--- src/rtl/alu_arbiter_if.sv ---
// Valid/ready bundle between the requesters, alu_arbiter and the shared calculator ALU.
// The slave modport is the arbiter's view; the master modport is the surrounding environment.
interface alu_arbiter_if #(
    parameter int NumReq = 2,
    parameter int NumW   = 16,
    parameter int OpW    = 2
);
    logic [NumReq-1:0][NumW-1:0] req_left_i;
    logic [NumReq-1:0][NumW-1:0] req_right_i;
    logic [NumReq-1:0][OpW-1:0]  req_op_i;
    logic [NumReq-1:0]           req_in_valid_i;
    logic [NumReq-1:0]           req_in_ready_o;
    logic [NumW-1:0]             req_result_o;
    logic [NumReq-1:0]           req_out_valid_o;
    logic [NumReq-1:0]           req_out_ready_i;
    logic [NumW-1:0]             alu_left_o;
    logic [NumW-1:0]             alu_right_o;
    logic [OpW-1:0]              alu_op_o;
    logic                        alu_in_valid_o;
    logic                        alu_in_ready_i;
    logic [NumW-1:0]             alu_result_i;
    logic                        alu_out_valid_i;
    logic                        alu_out_ready_o;

    modport slave (
        input  req_left_i, req_right_i, req_op_i, req_in_valid_i, req_out_ready_i,
        input  alu_in_ready_i, alu_result_i, alu_out_valid_i,
        output req_in_ready_o, req_result_o, req_out_valid_o,
        output alu_left_o, alu_right_o, alu_op_o, alu_in_valid_o, alu_out_ready_o
    );

    modport master (
        output req_left_i, req_right_i, req_op_i, req_in_valid_i, req_out_ready_i,
        output alu_in_ready_i, alu_result_i, alu_out_valid_i,
        input  req_in_ready_o, req_result_o, req_out_valid_o,
        input  alu_left_o, alu_right_o, alu_op_o, alu_in_valid_o, alu_out_ready_o
    );
endinterface

--- src/rtl/alu_arbiter.sv ---
// Round-robin arbiter sharing one calculator ALU between NumReq requesters, one transaction at a time.
// Defining CALC_ALU_ARB_STATS_EN adds saturating txn_count_o / busy_cycles_o counters.
module alu_arbiter #(
    parameter int NumReq = 2,
    parameter int NumW   = 16,
    parameter int OpW    = 2
) (
    input  logic          clk_i,
    input  logic          rst_i,
    alu_arbiter_if.slave  bus
`ifdef CALC_ALU_ARB_STATS_EN
    ,
    output logic [31:0]   txn_count_o,
    output logic [31:0]   busy_cycles_o
`endif
);
    localparam int IdW = (NumReq > 1) ? $clog2(NumReq) : 1;

    typedef enum logic [1:0] {
        S_IDLE,
        S_ISSUE,
        S_COLLECT,
        S_RETURN
    } state_t;

    state_t           state;
    state_t           state_next;
    logic [IdW-1:0]   rr_ptr;
    logic [IdW-1:0]   grant_id;
    logic [NumW-1:0]  left_q;
    logic [NumW-1:0]  right_q;
    logic [OpW-1:0]   op_q;
    logic [NumW-1:0]  result_q;
    logic             win_found;
    logic [IdW-1:0]   win_id;
    logic [IdW-1:0]   cand;
    logic             ret_done;

    // Search upward from rr_ptr with wrap so the requester just served is considered last.
    always_comb begin
        win_found = 1'b0;
        win_id    = '0;
        cand      = '0;
        for (int k = 0; k < NumReq; k++) begin
            cand = IdW'((int'(rr_ptr) + k) % NumReq);
            if (!win_found && bus.req_in_valid_i[cand]) begin
                win_found = 1'b1;
                win_id    = cand;
            end
        end
    end

    assign ret_done = (state == S_RETURN) && bus.req_out_ready_i[grant_id];

    always_comb begin
        state_next          = state;
        bus.req_in_ready_o  = '0;
        bus.req_out_valid_o = '0;
        bus.alu_in_valid_o  = 1'b0;
        bus.alu_out_ready_o = 1'b0;
        unique case (state)
            S_IDLE: begin
                if (win_found) begin
                    bus.req_in_ready_o[win_id] = 1'b1;
                    state_next                 = S_ISSUE;
                end
            end
            S_ISSUE: begin
                bus.alu_in_valid_o = 1'b1;
                if (bus.alu_in_ready_i) begin
                    state_next = S_COLLECT;
                end
            end
            S_COLLECT: begin
                bus.alu_out_ready_o = 1'b1;
                if (bus.alu_out_valid_i) begin
                    state_next = S_RETURN;
                end
            end
            S_RETURN: begin
                bus.req_out_valid_o[grant_id] = 1'b1;
                if (ret_done) begin
                    state_next = S_IDLE;
                end
            end
            default: state_next = S_IDLE;
        endcase
    end

    assign bus.req_result_o = result_q;
    assign bus.alu_left_o   = left_q;
    assign bus.alu_right_o  = right_q;
    assign bus.alu_op_o     = op_q;

    always_ff @(posedge clk_i) begin
        if (rst_i) begin
            state    <= S_IDLE;
            rr_ptr   <= '0;
            grant_id <= '0;
            left_q   <= '0;
            right_q  <= '0;
            op_q     <= '0;
            result_q <= '0;
        end else begin
            state <= state_next;
            if (state == S_IDLE && win_found) begin
                left_q   <= bus.req_left_i[win_id];
                right_q  <= bus.req_right_i[win_id];
                op_q     <= bus.req_op_i[win_id];
                grant_id <= win_id;
            end
            if (state == S_COLLECT && bus.alu_out_valid_i) begin
                result_q <= bus.alu_result_i;
            end
            if (ret_done) begin
                rr_ptr <= (grant_id == IdW'(NumReq - 1)) ? '0 : grant_id + IdW'(1);
            end
        end
    end

`ifdef CALC_ALU_ARB_STATS_EN
    always_ff @(posedge clk_i) begin
        if (rst_i) begin
            txn_count_o   <= '0;
            busy_cycles_o <= '0;
        end else begin
            if (ret_done && txn_count_o != '1) begin
                txn_count_o <= txn_count_o + 32'd1;
            end
            if (state != S_IDLE && busy_cycles_o != '1) begin
                busy_cycles_o <= busy_cycles_o + 32'd1;
            end
        end
    end
`endif

endmodule

--- src/flat_wrapper.sv ---
// flat-port wrapper written by rule: the top's interface ports become plain ports
module alu_arbiter_flat 
#(
    parameter int NumReq = 2,
    parameter int NumW   = 16,
    parameter int OpW    = 2
)
  (clk_i, rst_i, bus_req_left_i, bus_req_right_i, bus_req_op_i, bus_req_in_valid_i, bus_req_out_ready_i, bus_alu_in_ready_i, bus_alu_result_i, bus_alu_out_valid_i, bus_req_in_ready_o, bus_req_result_o, bus_req_out_valid_o, bus_alu_left_o, bus_alu_right_o, bus_alu_op_o, bus_alu_in_valid_o, bus_alu_out_ready_o);
  alu_arbiter_if #(.NumReq(NumReq), .NumW(NumW), .OpW(OpW)) bus_i ();
  input  logic clk_i;
  input  logic rst_i;
  input wire logic [$bits(bus_i.req_left_i)-1:0] bus_req_left_i;
  input wire logic [$bits(bus_i.req_right_i)-1:0] bus_req_right_i;
  input wire logic [$bits(bus_i.req_op_i)-1:0] bus_req_op_i;
  input wire logic [$bits(bus_i.req_in_valid_i)-1:0] bus_req_in_valid_i;
  input wire logic [$bits(bus_i.req_out_ready_i)-1:0] bus_req_out_ready_i;
  input wire logic [$bits(bus_i.alu_in_ready_i)-1:0] bus_alu_in_ready_i;
  input wire logic [$bits(bus_i.alu_result_i)-1:0] bus_alu_result_i;
  input wire logic [$bits(bus_i.alu_out_valid_i)-1:0] bus_alu_out_valid_i;
  output wire logic [$bits(bus_i.req_in_ready_o)-1:0] bus_req_in_ready_o;
  output wire logic [$bits(bus_i.req_result_o)-1:0] bus_req_result_o;
  output wire logic [$bits(bus_i.req_out_valid_o)-1:0] bus_req_out_valid_o;
  output wire logic [$bits(bus_i.alu_left_o)-1:0] bus_alu_left_o;
  output wire logic [$bits(bus_i.alu_right_o)-1:0] bus_alu_right_o;
  output wire logic [$bits(bus_i.alu_op_o)-1:0] bus_alu_op_o;
  output wire logic [$bits(bus_i.alu_in_valid_o)-1:0] bus_alu_in_valid_o;
  output wire logic [$bits(bus_i.alu_out_ready_o)-1:0] bus_alu_out_ready_o;
  assign bus_i.req_left_i = bus_req_left_i;
  assign bus_i.req_right_i = bus_req_right_i;
  assign bus_i.req_op_i = bus_req_op_i;
  assign bus_i.req_in_valid_i = bus_req_in_valid_i;
  assign bus_i.req_out_ready_i = bus_req_out_ready_i;
  assign bus_i.alu_in_ready_i = bus_alu_in_ready_i;
  assign bus_i.alu_result_i = bus_alu_result_i;
  assign bus_i.alu_out_valid_i = bus_alu_out_valid_i;
  assign bus_req_in_ready_o = bus_i.req_in_ready_o;
  assign bus_req_result_o = bus_i.req_result_o;
  assign bus_req_out_valid_o = bus_i.req_out_valid_o;
  assign bus_alu_left_o = bus_i.alu_left_o;
  assign bus_alu_right_o = bus_i.alu_right_o;
  assign bus_alu_op_o = bus_i.alu_op_o;
  assign bus_alu_in_valid_o = bus_i.alu_in_valid_o;
  assign bus_alu_out_ready_o = bus_i.alu_out_ready_o;
  alu_arbiter #(.NumReq(NumReq), .NumW(NumW), .OpW(OpW)) u_core (.clk_i(clk_i), .rst_i(rst_i), .bus(bus_i));
endmodule
--- config.mk ---
export PLATFORM = sky130hd
export DESIGN_NAME = alu_arbiter_flat
export DESIGN_NICKNAME = d
export VERILOG_FILES = /design/src/rtl/alu_arbiter_if.sv /design/src/rtl/alu_arbiter.sv /design/src/flat_wrapper.sv
export SDC_FILE = /design/constraint.sdc
export NUM_CORES = 1
export LEC_CHECK = 0
export ABC_AREA = 1
export ABC_CLOCK_PERIOD_IN_PS = 3200
export CELL_PAD_IN_SITES_DETAIL_PLACEMENT = 0
export CELL_PAD_IN_SITES_GLOBAL_PLACEMENT = 1
export CORE_ASPECT_RATIO = 0.8
export CORE_MARGIN = 2
export CORE_UTILIZATION = 28
export DETAILED_ROUTE_END_ITERATION = 8
export GPL_TIMING_DRIVEN = 0
export PLACE_DENSITY = 0.95
export SYNTH_ARGS = -nofsm -noshare
export SYNTH_HDL_FRONTEND = slang
export SYNTH_SLANG_ARGS = --single-unit
export TNS_END_PERCENT = 5
--- constraint.sdc ---
create_clock -name clk_i -period 3.2 [get_ports clk_i]
set_input_delay 0.64 -clock clk_i [delete_from_list [all_inputs] [get_ports clk_i]]
set_output_delay 0.64 -clock clk_i [all_outputs]
set_load 0.05 [all_outputs]
==> flow_metrics.py <==
metrics = {
    "worst_setup_path": {
        "r2r-end": "u_core.bus.alu_right_o[8]$_SDFFE_PP0P_",
        "startpoint_type": "primary input",
        "crit_required_ns": 2.56,
        "crit_end": "bus_req_in_ready_o[0]",
        "r2r-start": "u_core.state[0]$_SDFFE_PP0P_",
        "r2r_slack_ns": 1.54,
        "r2r_cells": 8,
        "cp-end-kind": "output port",
        "crit_path_max_fanout": 10,
        "worstSetupPathType": "in -> out",
        "cp-startpoint": "bus_req_in_valid_i[0]",
        "worstPathArrival_ns": 2.39,
    },
    "floorplan": {
        "dieArea_um2": 10400,
        "rows": 31,
        "fp.coreArea_um2": 9150,
        "die_h_um": 91.4,
        "die_w_um": 113,
        "ioPinCount": 148,
        "start_util": 0.292,
    },
    "power_and_ir_drop": {
        "p_int_mw": 1.80,
        "power_mw": 3.37,
        "p_sw_mw": 1.57,
        "power_frac_comb": 0.571,
        "ir_worst_vdd_uv": 325,
        "power_density_nw_per_um2": 761,
        "p_seq_frac": 0.277,
        "p_clk_frac": 0.152,
        "p_leak_nw": 2.05,
        "switching_share": 0.465,
    },
    "route": {
        "post_drt_wl_per_cell_um": 13.5,
        "postRouteAntennaNets": 0,
        "wl_um": 8940,
        "drc": 0,
        "viasPerCell": 4.68,
        "drt-pass1-iter-count": 4,
        "drt-initial-drc-count": 246,
        "via_count": 3086,
    },
    "clock_network": {
        "post_cts_resized": 2,
        "insertion_delay_ns": 0.28,
        "holdBufCountCts": 0,
        "h-tree-depth": 2,
        "cts_buffers": 5,
        "cts_tree": "built",
        "cts_root_buf": "clkbuf_16",
        "post_cts_buffers": 0,
        "clock-sinks": 54,
        "clk_pin_slew_ns": 0.07,
        "clock_path_buffers": 2,
    },
    "yosys": {
        "ys_ff_latch": 54,
        "yosysWarnings": 0,
        "avgSynthCellArea_um2": 6.84,
        "synth_largest_area_cell": "dfxtp_1",
        "synth_area_um2": 2680,
        "synth-edff-count": 0,
        "syn_nets": 488,
        "synth_seq_area_share": 0.404,
        "netlist.area_leader.share": 0.404,
        "synth_cells": 391,
        "ys_async_sr_fraction": 0,
        "synth_top_flop_cell": "dfxtp_1",
        "yosysMostFrequentCell": "nand2_1",
        "synth_commonest_cells": "nand2_1, nand3_1, dfxtp_1",
        "synth_area_leaders": "dfxtp_1, nand3_1, nand2_1, nand4_1, inv_1",
        "yosysUniqueCellTypes": 20,
    },
    "global_routing": {
        "antenna_found_initial": 0,
        "grtUsageMet2": 0.277,
        "gr-usage-met3": 0.0561,
        "grt-busiest-layer": "met2",
        "grt-ovfl-total": 0,
        "grt_pass1_wl_um": 13900,
        "grtUsageTotal": 0.166,
        "grt_max_degree": 16,
        "gr-usage-met1": 0.210,
        "grt_pass1_vias": 2933,
    },
    "timing": {
        "hold_viol": 0,
        "finalSetupViolCount": 0,
        "worst_slack_ns": 0.169,
        "rsz0062_at_grt": "no",
        "fin_crit_sh": 0.947,
        "holdWs_ns": 0.485,
        "slew_violations": 0,
        "fmax_mhz": 330,
        "worstMarginPinSlew_ns": 0.550,
        "period_needed_ns": 3.03,
        "clock_skew_ns": 0.00450,
        "slew_headroom": 0.632,
    },
    "job": {
        "cap_violations": 0,
    },
    "place": {
        "place_area_um2": 4290,
        "place_hpwl_um": 6660,
        "port_buffers": 147,
        "place_congestion": 0.783,
        "place_ws_ns": -0.121,
    },
    "layout": {
        "synthToLayoutAreaGrowth_pct": 65.4,
        "multi_input_area_um2": 1240,
        "drive_gt1_frac": 0.0550,
        "antenna_cells": 0,
        "fin_area_um2": 4420,
        "ff_latch_area_um2": 1080,
        "nFillCells": 936,
        "fin_nets": 642,
    },
    "hold_path": {
        "holdCritPathClass": "reg -> reg",
    },
    "run_status": {
        "outcome": "finished, final reports clean",
    },
}
through the flow:
| step | TNS [ns] | cells | utilization |
|---|---|---|---|
| final | 0 | 660 | 0.483 |
| after global routing | 0 | 660 | 0.483 |
| after CTS | 0 | 660 | 0.483 |
| after detailed placement | -0.240 | 653 | 0.469 |
| after global placement | -0.181 | 653 | 0.469 |
| after floorplan | 0 | 391 | - |
layout by cell type (no fill, tap or decap), types with 5 or more instances in the layout:
cell / count
nand3_1: 73
nor2_1: 41
o21ai_0: 17
dfxtp_1: 54
nand4_1: 34
clkdlybuf4s50_1: 145
ha_1: 5
buf_4: 7
inv_1: 49
clkbuf_1: 9
clkbuf_16: 5
nand2_1: 82
buf_2: 8
kinds of logic after synthesis:
| group | count (synthesis) | share of synthesized area |
|---|---|---|
| AO/OA/AOI/OAI | 19 | 0.0355 |
| adder cells (fa/ha/maj) | 5 | 0.0234 |
| buffers and inverters | 79 | 0.134 |
| flip-flops | 54 | 0.404 |
| AND/OR/NAND/NOR | 234 | 0.403 |
power groups by stage:
stage / sequential (mW) / combinational [mW] / clock (mW)
2_1_floorplan: 1.46 / 0.765 / 0
4_1_cts: 0.933 / 1.94 / 0.540
5_1_grt: 0.954 / 2.07 / 0.563
3_5_place_dp: 0.947 / 1.93 / 0
3_3_place_gp: 0.939 / 1.92 / 0
6_report: 0.932 / 1.92 / 0.513
sequential cells by signal (all words and copies together), names as in the netlist:
register,cells
u_core.bus.alu_left_o,16
u_core.bus.alu_op_o,2
u_core.bus.alu_right_o,16
u_core.bus.req_result_o,16
u_core.grant_id,1
u_core.rr_ptr,1
u_core.state,2
final cells by class:
type / instances / share of cell area
inverters: 52 / 0.0447
multi-input cells: 258 / 0.279
clock buffers: 6 / 0.0291
flip-flops and latches: 54 / 0.244
plain buffers: 27 / 0.0362
well taps: 115 / 0.0325
clock inverters: 1 / 0.00170
repair buffers: 147 / 0.332
critical path, cell delays in order:
cell	delay [ns]
clkdlybuf4s50_1	0.53
nand2_2	0.17
nand2_2	0.21
buf_4	0.21
nand2_1	0.07
inv_1	0.04
dlygate4sd2_1	0.52
how the worst min path moves through the flow:
| stage | from | to | slack, ns | cells past startpoint |
|---|---|---|---|---|
| 2_1_floorplan | u_core.rr_ptr$_SDFFE_PP0P_ | u_core.rr_ptr$_SDFFE_PP0P_ | 0.44 | 2 |
| 3_3_place_gp | u_core.bus.req_result_o[4]$_SDFFE_PP0P_ | u_core.bus.req_result_o[4]$_SDFFE_PP0P_ | 0.46 | 2 |
| 3_5_place_dp | u_core.bus.req_result_o[13]$_SDFFE_PP0P_ | u_core.bus.req_result_o[13]$_SDFFE_PP0P_ | 0.47 | 2 |
| 4_1_cts | u_core.bus.req_result_o[4]$_SDFFE_PP0P_ | u_core.bus.req_result_o[4]$_SDFFE_PP0P_ | 0.49 | 2 |
| 5_1_grt | u_core.bus.req_result_o[14]$_SDFFE_PP0P_ | u_core.bus.req_result_o[14]$_SDFFE_PP0P_ | 0.50 | 2 |
| 6_report | u_core.bus.req_result_o[13]$_SDFFE_PP0P_ | u_core.bus.req_result_o[13]$_SDFFE_PP0P_ | 0.48 | 2 |
per-layer routing:
metal / up-vias / wire (µm)
met5: - / 0
met4: 0 / 46
met3: 4 / 847
met2: 127 / 4190
met1: 1386 / 3850
li1: 1569 / -
Power figures use the tool's default switching activity.
==> edit 1 (config.mk and constraints unchanged) <==
`NumReq` is set to 2 in 3 places; all go to 4.
--- a/src/rtl/alu_arbiter_if.sv
+++ b/src/rtl/alu_arbiter_if.sv
@@ -2,5 +2,5 @@
 // The slave modport is the arbiter's view; the master modport is the surrounding environment.
 interface alu_arbiter_if #(
-    parameter int NumReq = 2,
+    parameter int NumReq = 4,
     parameter int NumW   = 16,
     parameter int OpW    = 2
--- a/src/rtl/alu_arbiter.sv
+++ b/src/rtl/alu_arbiter.sv
@@ -2,5 +2,5 @@
 // Defining CALC_ALU_ARB_STATS_EN adds saturating txn_count_o / busy_cycles_o counters.
 module alu_arbiter #(
-    parameter int NumReq = 2,
+    parameter int NumReq = 4,
     parameter int NumW   = 16,
     parameter int OpW    = 2
--- a/src/flat_wrapper.sv
+++ b/src/flat_wrapper.sv
@@ -2,5 +2,5 @@
 module alu_arbiter_flat 
 #(
-    parameter int NumReq = 2,
+    parameter int NumReq = 4,
     parameter int NumW   = 16,
     parameter int OpW    = 2
Ports: changed (7 resized); port bits go from 148 to 224. The function was not compared with the original's and may differ.
==> edit 1 against the original RTL <==
Setup slack got worse by 0.10 ns; largest power group unchanged; synthesized area increased by 51%; critical path type unchanged; design area increased by 53%; sequential cell count increased by 2; combinational power increased by 110%; routed wire length increased by 63%; register-to-register slack got worse by 0.54 ns; total power increased by 73%; count of clock-buffer cells in the layout decreased by 1.
==> edit 1: results (changes against the original RTL) <==
metric,value,unit,change
cp_max_fo,19,,+9
critPathMaxStageDelay,0.48,ns,-0.05 ns
place_area,6490,um^2,+51%
n_all_inverters,125,,+140%
hold_slack,0.467,ns,-0.0183 ns
use_met2,0.292,,+0.0143
track_usage,0.183,,+0.0164
final_nets,1103,,+72%
first_iter_violations,274,,+11%
netlist_instances,698,,+79%
gp_congestion,0.830,,+6.0%
reg2reg_to,u_core.bus.alu_right_o[10],,
clk_latency,0.30,ns,+0.02 ns
synth_commonest_cells,"190 x nand2_1, 119 x inv_1, 113 x nor2_1",,
grt_pass1_wl,22.9,mm,+64%
syn2layout_area_growth,68.1,%,
nNonClkBuffers,261,,+50%
p_seq_frac,0.193,,-0.084
synth-seq-area-share,0.278,,-0.126
numPortBuffers,222,,+51%
r2r-start,u_core.rr_ptr[0],,
clockNetworkAreaShare,0.0225,,-0.00833
gr-usage-met3,0.0555,,-0.000591
grt_max_degree,20,,+4
worstMarginPinSlew,0.617,ns,+0.0673 ns
pre_cts_ws,-0.831,ns,-0.710 ns
arrival,2.49,ns,+0.10 ns
leakage,3.29,nW,+61%
dr_wl_met2,6.39,mm,+52%
post_cts_buffers,1,,+1
synth_nets,870,,+78%
status,finished clean,,
holdCritStartpoint,u_core.bus.req_result_o[9],,
regToRegSetupSlack,1.00,ns,-0.54 ns
peakVddDrop,461,uV,+42%
wl_met1,6.94,mm,+80%
multi_input_area,2330,um^2,+89%
regArea,1120,um^2,+3.7%
crit_end,bus_req_in_ready_o[3],,
powerClk,0.000584,W,+14%
yosysUniqueCellTypes,29,,+45%
avgSynthCellArea,5.78,um^2,-15%
switchingPower,0.00308,W,+97%
finalCriticalPeriod,3.13,ns,+0.103 ns
fillers,1486,,+59%
cts_resized,31,,+29
seq_cells,56,,+3.7%
whs_endpoint,u_core.bus.req_result_o[9],,
multi_input_cells,482,,+87%
vias_per_cell,4.32,,-7.6%
buf_share,0.364,,-0.00421
drt-total-wl,14.6,mm,+63%
## edit 1: cell types whose count changed after synthesis, moves of 4 or more
| cell | before | now |
|---|---|---|
| a211oi_1 | 0 | 4 |
| o21ai_0 | 17 | 2 |
| buf_2 | 8 | 14 |
| nor3b_1 | 0 | 9 |
| nand3_1 | 73 | 107 |
| a21oi_1 | 2 | 19 |
| inv_1 | 49 | 119 |
| inv_2 | 1 | 6 |
| nor3b_2 | 0 | 8 |
| nor2_1 | 41 | 113 |
| nand2_1 | 82 | 190 |
| nand4_1 | 34 | 0 |
## edit 1: cell families (layout without fill, tap and decap cells)
kind of cell	Yosys count	count (layout)	synth area share
compound gates	29	29	0.0406
fa+ha+maj	8	8	0.0248
buf+inv	160	394	0.165
flops	56	56	0.278
simple gates	445	445	0.492
## edit 1: tightest hold or removal path, delay by kind of cell, from the launching register on
kind / cells / cell delay (ns)
compound gates: 1 / 0.05
flops: 1 / 0.31
simple gates: 1 / 0.06
==> edit 2 (config.mk and constraints unchanged) <==
Without the edit above. Re-encode `state_t` (4 states) as one-hot, 4 bits wide.
--- a/src/rtl/alu_arbiter.sv
+++ b/src/rtl/alu_arbiter.sv
@@ -17,9 +17,9 @@
     localparam int IdW = (NumReq > 1) ? $clog2(NumReq) : 1;
 
-    typedef enum logic [1:0] {
-        S_IDLE,
-        S_ISSUE,
-        S_COLLECT,
-        S_RETURN
+    typedef enum logic [3:0] {
+        S_IDLE    = 4'b0001,
+        S_ISSUE   = 4'b0010,
+        S_COLLECT = 4'b0100,
+        S_RETURN  = 4'b1000
     } state_t;
 
Function: same outputs for any inputs over 10 cycles, from zero or initial values and one cycle with rst_i high; not proved beyond that.
==> edit 2 against the original RTL <==
Design area down 1.0%; sequential share of layout area up 1.2 points; routed wire length down 12%; sequential cell count up 2; setup slack better by 0.048 ns; highest routed layer unchanged; synthesized area down 2.0%; clock skew up 0.0026 ns; die area down 1.9%; hold slack worse by 0.026 ns.
Power is not compared: it rests on default switching activity, and its combinational part moved more than twofold at a synthesized area within 25%.
==> edit 2: results (changes against the original RTL) <==
metric,value,unit,change
firstDrtPassIters,4,,unchanged
drive_above_1_share,0.0718,,+0.0168
synthArstFlopShare,0,,unchanged
synth_nets,482,,-1.2%
place_area,4220,um^2,-1.7%
slew_headroom,0.639,,+0.00707
status,finished clean,,
final_nets,634,,-1.2%
num_antenna_cells,0,,unchanged
detailed_place_hpwl,6.24,mm,-6.3%
vias_per_cell,4.47,,-4.5%
r2r-start,u_core.state[2],,
synth_commonest_cells,"201 x nand2_1, 56 x dfxtp_1, 51 x a21oi_1",,
gp_congestion,0.865,,+11%
grt_pass1_wl,12.9,mm,-7.3%
arrival,2.34,ns,-0.05 ns
startpoint,bus_req_in_valid_i[0],,
numPortBuffers,145,,-1.4%
clockBufferDepth,2,,unchanged
post_drt_wl_per_cell,12.0,um,-12%
clk_latency,0.29,ns,
post_cts_buffers,0,,unchanged
dp.cells,650,,-0.46%
cts_root_buf,clkbuf_16,,
antenna_found_initial,0,,unchanged
final_cell_count_no_fill,658,,-0.30%
grt_max_degree,17,,+1
htree_levels,2,,unchanged
setup_violations,0,,unchanged
grt_pass1_vias,2841,,-3.1%
fillers,935,,-0.11%
path_clk_slew,0.07,ns,about the same
track_usage,0.152,,-0.0140
synth-seq-area-share,0.428,,+0.0236
hold_path_class,reg2reg,,
holdCritStartpoint,u_core.bus.req_result_o[1],,
synthTopCellsByArea,"dfxtp_1 43%, nand2_1 29%, a21oi_1 9.7%",,
cts-buffers-inserted,5,,unchanged
leakage,1.81,nW,
first_iter_violations,66,,-73%
cap_violations,0,,unchanged
peakVddDrop,257,uV,
netlist_instances,390,,-0.26%
cp_max_fo,10,,unchanged
yosys_warnings,0,,unchanged
clock_skew,0.00712,ns,+0.00262 ns
yosysUniqueCellTypes,22,,+10%
## edit 2: what timing repair did
| action | 4_1_cts | 5_1_grt |
|---|---|---|
| endpoints found under the setup margin | 2 | 0 |
| gates resized for setup | 2 | 0 |
| endpoints found under the hold margin | 0 | 0 |
## edit 2: area by class of cell
| class | count | area (um^2) | area share |
|---|---|---|---|
| Clock buffer | 6 | 129 | 0.0294 |
| Clock inverter | 2 | 35.0 | 0.00800 |
| Buffer | 22 | 160 | 0.0366 |
| Timing Repair Buffer | 145 | 1450 | 0.331 |
| Sequential cell | 56 | 1120 | 0.256 |
| Multi-Input combinational cell | 297 | 1280 | 0.292 |
| Inverter | 15 | 61.3 | 0.0140 |
| Tap cell | 115 | 144 | 0.0329 |
## edit 2: metrics by stage
step | hold slack (ns) | TNS (ns) | setup slack (ns)
finish | 0.459 | 0 | 0.217
CTS | 0.464 | 0 | 0.184
detailed placement | 0.452 | -0.111 | -0.0783
floorplan | 0.450 | 0 | 0.836
global route | 0.481 | 0 | 0.0787
global placement | 0.446 | -0.104 | -0.0775
## edit 2: final timing paths
| path | to | slack [ns] | cells after the start |
|---|---|---|---|
| setup / recovery | bus_req_in_ready_o[0] | 0.22 | 7 |
| hold / removal | u_core.bus.req_result_o[1] | 0.46 | 2 |
| setup reg to reg | u_core.grant_id | 1.84 | 7 |
| hold reg to reg | u_core.bus.req_result_o[1] | 0.46 | 2 |
## edit 2: cell families after synthesis
family                 count (synthesis)  synth area share
flip-flops                            56             0.428
buffers and inverters                 37            0.0845
AND/OR/NAND/NOR                      242             0.379
AO/OA/AOI/OAI                         55             0.109
## edit 2: worst max-delay path, cell delays in order
cell             delay [ns]
clkdlybuf4s50_1        0.50
nand2_1                0.08
nand2_2                0.17
inv_2                  0.12
buf_4                  0.19
nor2_1                 0.09
dlygate4sd2_1          0.54
## edit 2: power by group
part	internal [W]	switching, W
Sequential	0.000775	0.0000453
Combinational	0.000363	0.000560
Clock	0.000369	0.000244
Total	0.00151	0.000850
## edit 2: routing by layer
metal,GRT usage,up-vias,part of all wire
li1,-,1523,-
met1,0.183,1313,0.45
met2,0.260,92,0.45
met3,0.0530,11,0.081
met4,0.0386,0,0.012
met5,0,-,0
